## src/rtl/decoder_rr_arbiter.sv

```systemverilog
// decoder_rr_arbiter: four-way round-robin arbiter with one-hot grant decode and a hold timeout
module decoder_rr_arbiter #(
    parameter int MAX_HOLD = 8
) (
    input  logic       clk,
    input  logic       rst_n,
    input  logic [3:0] req,
    input  logic       done,
    output logic [3:0] gnt,
    output logic [1:0] gnt_idx,
    output logic       gnt_valid,
    output logic [3:0] hold_cnt,
    output logic       timeout
);
    typedef enum logic {IDLE, GRANT} state_t;
    state_t     state_q, state_d;
    logic [1:0] ptr_q, ptr_d, idx_q, idx_d, win, cand;
    logic [3:0] hold_q, hold_d, gnt_q, gnt_d;
    logic       timeout_q, timeout_d, release_c;
    always_comb begin
        win  = ptr_q;
        cand = ptr_q;
        // scan from the farthest offset down so the one nearest ptr wins
        for (int i = 3; i >= 0; i--) begin
            cand = ptr_q + 2'(i);
            if (req[cand]) win = cand;
        end
    end
    always_comb begin
        state_d   = state_q;
        ptr_d     = ptr_q;
        idx_d     = idx_q;
        hold_d    = hold_q;
        timeout_d = 1'b0;
        release_c = done || !req[idx_q] || hold_q == 4'(MAX_HOLD - 1);
        if (state_q == IDLE) begin
            if (|req) begin
                state_d = GRANT;
                idx_d   = win;
                hold_d  = 4'd0;
            end
        end else if (release_c) begin
            state_d   = IDLE;
            hold_d    = 4'd0;
            ptr_d     = idx_q + 2'd1;
            timeout_d = !done && req[idx_q];
        end else begin
            hold_d = hold_q + 4'd1;
        end
        gnt_d = state_d == GRANT ? 4'b0001 << idx_d : 4'b0000;
    end
    always_ff @(posedge clk) begin
        if (!rst_n) begin
            state_q   <= IDLE;
            ptr_q     <= 2'd0;
            idx_q     <= 2'd0;
            hold_q    <= 4'd0;
            gnt_q     <= 4'd0;
            timeout_q <= 1'b0;
        end else begin
            state_q   <= state_d;
            ptr_q     <= ptr_d;
            idx_q     <= idx_d;
            hold_q    <= hold_d;
            gnt_q     <= gnt_d;
            timeout_q <= timeout_d;
        end
    end
    assign gnt       = gnt_q;
    assign gnt_idx   = idx_q;
    assign gnt_valid = state_q == GRANT;
    assign hold_cnt  = hold_q;
    assign timeout   = timeout_q;
endmodule

```

## config.mk

```make
export PLATFORM = sky130hd
export DESIGN_NAME = decoder_rr_arbiter
export DESIGN_NICKNAME = d
export VERILOG_FILES = /design/src/rtl/decoder_rr_arbiter.sv
export SDC_FILE = /design/constraint.sdc
export NUM_CORES = 1
export LEC_CHECK = 0
export ABC_AREA = 1
export BUFFER_PORTS_ARGS = -buffer_cell sky130_fd_sc_hd__buf_2
export CORE_UTILIZATION = 45
export CTS_CLUSTER_SIZE = 24
export DETAILED_ROUTE_END_ITERATION = 7
export MAX_ROUTING_LAYER = met4
export PLACE_DENSITY = 0.68
export SLEW_MARGIN = 5
export SYNTH_ARGS = -nofsm -noshare
export SYNTH_HDL_FRONTEND = slang
export SYNTH_SLANG_ARGS = --single-unit
```

## constraint.sdc

```tcl
create_clock -name clk -period 1.6 [get_ports clk]
set_input_delay 0 -clock clk [delete_from_list [all_inputs] [get_ports clk]]
set_output_delay 0 -clock clk [all_outputs]
set_load 0.03 [all_outputs]
```

# After elaboration in Yosys (flattened, before gate mapping)
# Cells that the tools add are included.
# W data, S select, Z words.
# totals
elab_cells	50
ff_bits	14
# op_classes
reduce_logical	10
muxes	22
order_cmp	5
eq_ne	1
n_addsub	5
shift	1
# ops
operator	n
$lt A2 B3 Y1 const B	5
$mux W2	6
$mux W4	3
$bmux W1 S2	5
$mux W1	8
$add A2 B1 Y2 const B	2
$add A2 B2 Y2 const B	2
$add A4 B1 Y4 const B	1
$eq A4 B3 Y1 const B	1
$reduce_and A2 Y1	2
$reduce_or A4 Y1	1
$shl A1 B2 Y4 const A	1
$reduce_and A3 Y1	1
$logic_not A1 Y1	2
$logic_or A1 B1 Y1	2
$reduce_bool A2 Y1	1
$logic_and A1 B1 Y1	1

# Depth between registers and ports, before layout
# logic_depth
depth_word	10
depth_mapped	14
depth_no_buf	13

# Worst setup path after synthesis
# No wires, ideal clock.
# synth_path
kind	register -> register
from	register hold_q[0] (netlist: hold_cnt[0])
to	register gnt_q[1] (netlist: gnt[1])
setup_ns	0.114
path_stages_with_launch	9
required_time_ns	1.486
setup_slack_ns	0.207
t_arrival_ns	1.279
path_cell_list	dfxtp_1 -> ha_1 -> nand3_1 -> nand3_2 -> nand2_1 -> inv_2 -> nor2_4 -> nand3_1 -> nor2_1
# synth_between
elab_chain_cells	5
# synth_rtl
element	line	source
from (decl)	18	logic [3:0] hold_q, hold_d, gnt_q, gnt_d;
from (signal assigned)	64	hold_q <= hold_d;
$eq A4 B3 Y1	35	release_c = done || !req[idx_q] || hold_q == 4'(MAX_HOLD - 1);
$logic_or A1 B1 Y1	35	
$mux W1	42	end else if (release_c) begin
$mux W1	36	if (state_q == IDLE) begin
$reduce_and A2 Y1 (no source line)	-	
to (signal assigned)	65	gnt_q <= gnt_d;
to (decl)	18	
# No other way between the ends.
# A chain may end at the register's enable or synchronous reset.

# Final worst setup path
# layout_path
from	register ptr_q[0]
to	register idx_q[0] (netlist: gnt_idx[0])
# layout_between
elab_chain_cells	9
word_cells_on_any_way	17
cone_classes	add/sub (3); mux (14)
# layout_rtl
element	line	source
from (decl)	17	logic [1:0] ptr_q, ptr_d, idx_q, idx_d, win, cand;
from (signal assigned)	62	ptr_q <= ptr_d;
$add A2 B2 Y2	25	cand = ptr_q + 2'(i);
$bmux W1 S2	26	if (req[cand]) win = cand;
$mux W1 (implied by the code)	26	
$mux W2 (3 in series)	26	
$mux W2 *	26	
$mux W2 *	37	if (|req) begin
$mux W2 *	36	
to (signal assigned)	63	idx_q <= idx_d;
to (decl)	17	
# Mark *: on every way between the ends. The rest lies on a longest branch, timed or not. The select of a mux whose other input is x is not followed.

==> impl_results.rst <==
.. list-table::
   :header-rows: 1

   * - Metric
     - Value
   * - Worst setup skew after layout
     - 0.00287 ns
   * - Post-CTS Setup Bufs
     - 0
   * - Congestion Overflow GR
     - 0
   * - Worst R2R Start
     - ptr_q[0]
   * - Fraction of layout instances using a drive strength above 1
     - 0.292
   * - Crit path DAT
     - 1.58 ns
   * - Antenna violation net count after detailed routing
     - 0
   * - Flip-flop and latch count after synthesis
     - 14
   * - Hold path startpoint
     - req[2]
   * - Total design power
     - 0.00104 W
   * - CTS tree
     - built
   * - Hold violation count in the final report
     - 0
   * - Chip Height
     - 44.3 um
   * - Async set or reset register ratio after synthesis
     - 0
   * - Reg clk slew, reported paths
     - 0.08 ns
   * - WL/cell
     - 9.61 um
   * - Min Tclk post-route
     - 1.40 ns
   * - Fraction of the cycle the final worst path needs
     - 0.878
   * - Global-route wire length before repair
     - 2.84 mm
   * - Skew-Pair Late Insertion Delay
     - 0.28 ns
   * - Post-synthesis instance area
     - 803 um^2
   * - Number of fill cells in the layout
     - 147
   * - Initial DRC count
     - 18
   * - Input/output buffers
     - 18
   * - Category of the critical setup timing path
     - reg -> reg
   * - Sequential cell area in the final layout
     - 282 um^2
   * - Maximum Capacitance Violations
     - 0
   * - Synth Warn #
     - 0
   * - Clock buffer depth
     - 2
   * - Pleak
     - 0.530 nW
   * - Worst setup path startpoint
     - ptr_q[0]
   * - Die footprint
     - 1960 um^2
   * - Unrepaired setup endpoints after global routing
     - false
   * - Avg Cell Area, Syn
     - 6.69 um^2
   * - Internal power contribution
     - 0.000649 W
   * - Violations in the final reports
     - design-rule violations
   * - HP Class
     - in -> reg
   * - Synth Flop Type
     - sky130_fd_sc_hd__dfxtp_1
   * - Fraction of power consumed by the clock network
     - 0.240
   * - Final WL
     - 1.61 mm
   * - Netlist cell types
     - 23
   * - Number of sinks on the clock net
     - 14
   * - I/O pin total
     - 19
   * - Area Overhead vs Synth
     - 21.7%
   * - Relative max-transition margin
     - 0.811
   * - Router iterations before antenna repair
     - 8
   * - Gpl congestion
     - 0.968
   * - Total power per unit cell area
     - 1070 nW/um^2
   * - Top achievable clock speed
     - 712 MHz
   * - Kind of end point of the critical path
     - register
   * - Switching share of total power
     - 0.376
   * - Synthesized net count
     - 128
   * - Total number of vias
     - 786
   * - Die outline width
     - 44.3 um
   * - Post-layout net count
     - 153
   * - HPWL after detailed placement
     - 1.31 mm
   * - Total Neg Setup Slack
     - 0 ns
   * - Result of the run
     - finished, violations left
   * - Via count of the first global-routing pass
     - 705
   * - Detailed-route vias per instance
     - 4.68
   * - Combinational group share of total power
     - 0.352
   * - Largest net degree at the start of global routing
     - 11
   * - Setup violators final
     - 0
   * - Combined area of the multi-input logic cells
     - 433 um^2
   * - Sequential fraction of the synthesis area
     - 0.349
   * - CTS Buf Count
     - 3
   * - Worst Path Required
     - 1.77 ns
   * - Number of design rule violations left after detail routing
     - 1
   * - Initial antenna violation count
     - 0
   * - Maximum fanout along the worst path
     - 10
   * - Crit path launch type
     - register
   * - Net load switching power
     - 0.000392 W
   * - Total global routing track utilization
     - 0.207
   * - Number of levels the H-tree was split into
     - 1
   * - Power share of the sequential group
     - 0.408
   * - N_diodes
     - 0
   * - Number of pins with negative max-slew slack in the final report
     - 0
   * - Effective utilization at floorplan
     - 0.504
   * - Root buffer selected by CTS
     - sky130_fd_sc_hd__clkbuf_4
   * - Site Rows
     - 14
   * - Synthesized instance count
     - 120
   * - Slew at the pin closest to its max-slew limit
     - 0.283 ns
   * - Count of flip-flops with a built-in enable after synthesis
     - 0
   * - Total core area
     - 1590 um^2
   * - Worst-case vdd ir drop
     - 0.550 mV
[path summary, 6_finish.rpt]
check | slack, ns | cells after the start | end
worst max register to register | 0.20 | 13 | gnt_idx[0]
worst max-delay path | 0.20 | 13 | gnt_idx[0]
worst min-delay path | 0.19 | 5 | timeout
worst min register to register | 0.54 | 2 | hold_cnt[3]
[cells in the final DEF (no fill, tap or decap)]
master                          count
sky130_fd_sc_hd__nand2_1           37
sky130_fd_sc_hd__buf_2             18
sky130_fd_sc_hd__dfxtp_1           13
sky130_fd_sc_hd__inv_1             11
sky130_fd_sc_hd__nand3_1           10
sky130_fd_sc_hd__nand2_2            8
sky130_fd_sc_hd__nor2_1             8
sky130_fd_sc_hd__inv_2              7
sky130_fd_sc_hd__a21oi_1            5
sky130_fd_sc_hd__a22oi_1            3
sky130_fd_sc_hd__clkbuf_4           3
sky130_fd_sc_hd__nand4_1            2
sky130_fd_sc_hd__xor2_1             2
sky130_fd_sc_hd__o22ai_1            2
sky130_fd_sc_hd__dlygate4sd3_1      2
sky130_fd_sc_hd__inv_8              1
sky130_fd_sc_hd__o21ai_1            1
sky130_fd_sc_hd__o211ai_1           1
sky130_fd_sc_hd__nand3_2            1
sky130_fd_sc_hd__o21a_1             1
sky130_fd_sc_hd__o21ai_0            1
sky130_fd_sc_hd__a31oi_1            1
sky130_fd_sc_hd__nor2_4             1
sky130_fd_sc_hd__xnor2_1            1
sky130_fd_sc_hd__ha_1               1
sky130_fd_sc_hd__clkbuf_8           1
sky130_fd_sc_hd__buf_4              1
sky130_fd_sc_hd__dfxtp_2            1
[cells in the mapped netlist (2+ instances only)]
| cell type | instances | area share |
|---|---|---|
| sky130_fd_sc_hd__nand2_2 | 8 | 0.062 |
| sky130_fd_sc_hd__a21oi_1 | 5 | 0.031 |
| sky130_fd_sc_hd__inv_1 | 11 | 0.051 |
| sky130_fd_sc_hd__dfxtp_1 | 14 | 0.35 |
| sky130_fd_sc_hd__nand3_1 | 10 | 0.062 |
| sky130_fd_sc_hd__a22oi_1 | 3 | 0.028 |
| sky130_fd_sc_hd__nand4_1 | 2 | 0.016 |
| sky130_fd_sc_hd__nand2_1 | 37 | 0.17 |
| sky130_fd_sc_hd__o22ai_1 | 2 | 0.016 |
| sky130_fd_sc_hd__xor2_1 | 2 | 0.022 |
| sky130_fd_sc_hd__inv_2 | 7 | 0.033 |
| sky130_fd_sc_hd__nor2_1 | 8 | 0.037 |
[kinds of logic (layout without fill, tap and decap cells)]
family                   Yosys count  after routing  share of synthesized area
adder cells (fa/ha/maj)            1              1                     0.0156
AND/OR/NAND/NOR                   67             67                      0.377
XOR/XNOR                           3              3                     0.0327
AO/OA/AOI/OAI                     15             15                      0.114
buffers and inverters             20             44                      0.112
flip-flops                        14             14                      0.349
[final cells by class]
type,instances,share of cell area
Tap cell,24,0.0307
Timing Repair Buffer,21,0.120
Sequential cell,14,0.288
Multi-Input combinational cell,86,0.443
Inverter,19,0.0807
Clock buffer,4,0.0371
[power groups by stage]
stage | registers [W] | logic (W) | clock network [W]
final | 0.000424 | 0.000367 | 0.000250
after global routing | 0.000432 | 0.000415 | 0.000280
after CTS | 0.000423 | 0.000367 | 0.000260
after detailed placement | 0.000432 | 0.000362 | 0
after global placement | 0.000431 | 0.000360 | 0
after floorplan | 0.000471 | 0.000246 | 0
[critical path, stage by stage (launching register included)]
cell and delay, ns:
sky130_fd_sc_hd__dfxtp_2 0.47, sky130_fd_sc_hd__inv_8 0.06, sky130_fd_sc_hd__nand2_2 0.07, sky130_fd_sc_hd__nand3_1 0.11
sky130_fd_sc_hd__nand2_1 0.09, sky130_fd_sc_hd__inv_1 0.04, sky130_fd_sc_hd__nand2_1 0.06, sky130_fd_sc_hd__nand2_2 0.05
sky130_fd_sc_hd__nand2_1 0.05, sky130_fd_sc_hd__nand2_1 0.04, sky130_fd_sc_hd__nand2_1 0.06, sky130_fd_sc_hd__nand2_2 0.07
sky130_fd_sc_hd__nand2_2 0.08, sky130_fd_sc_hd__nor2_1 0.04
[layer usage]
layer,vias up,part of all wire,track usage
li1,426,-,-
met1,336,0.50,0.249
met2,19,0.45,0.321
met3,5,0.045,0.0735
met4,0,0.013,0.0727
met5,-,0,-
[sequential cells by signal, indices dropped and copies added, names as in the netlist]
name	flops
gnt_idx	2
hold_cnt	4
gnt_valid	1
timeout	1
gnt	4
ptr_q	2
[per-stage QoR]
stage	hold WS [ns]	std cells	instance area, um^2	util	setup WS (ns)
after global routing	0.228	168	977	0.613	0.0150
after detailed placement	0.282	162	920	0.577	0.0808
after floorplan	0.146	120	803	-	0.207
final	0.187	168	977	0.613	0.195
after global placement	0.285	162	920	0.577	0.124
after CTS	0.190	168	976	0.612	0.0623
[timing repair]
| action | 4_1_cts | 5_1_grt |
|---|---|---|
| hold buffers | 2 | 0 |
| gates resized for setup | 0 | 1 |
| hold endpoints to repair | 1 | 0 |
| endpoints found under the setup margin | 0 | 5 |
(Power assumes the default switching activity.)
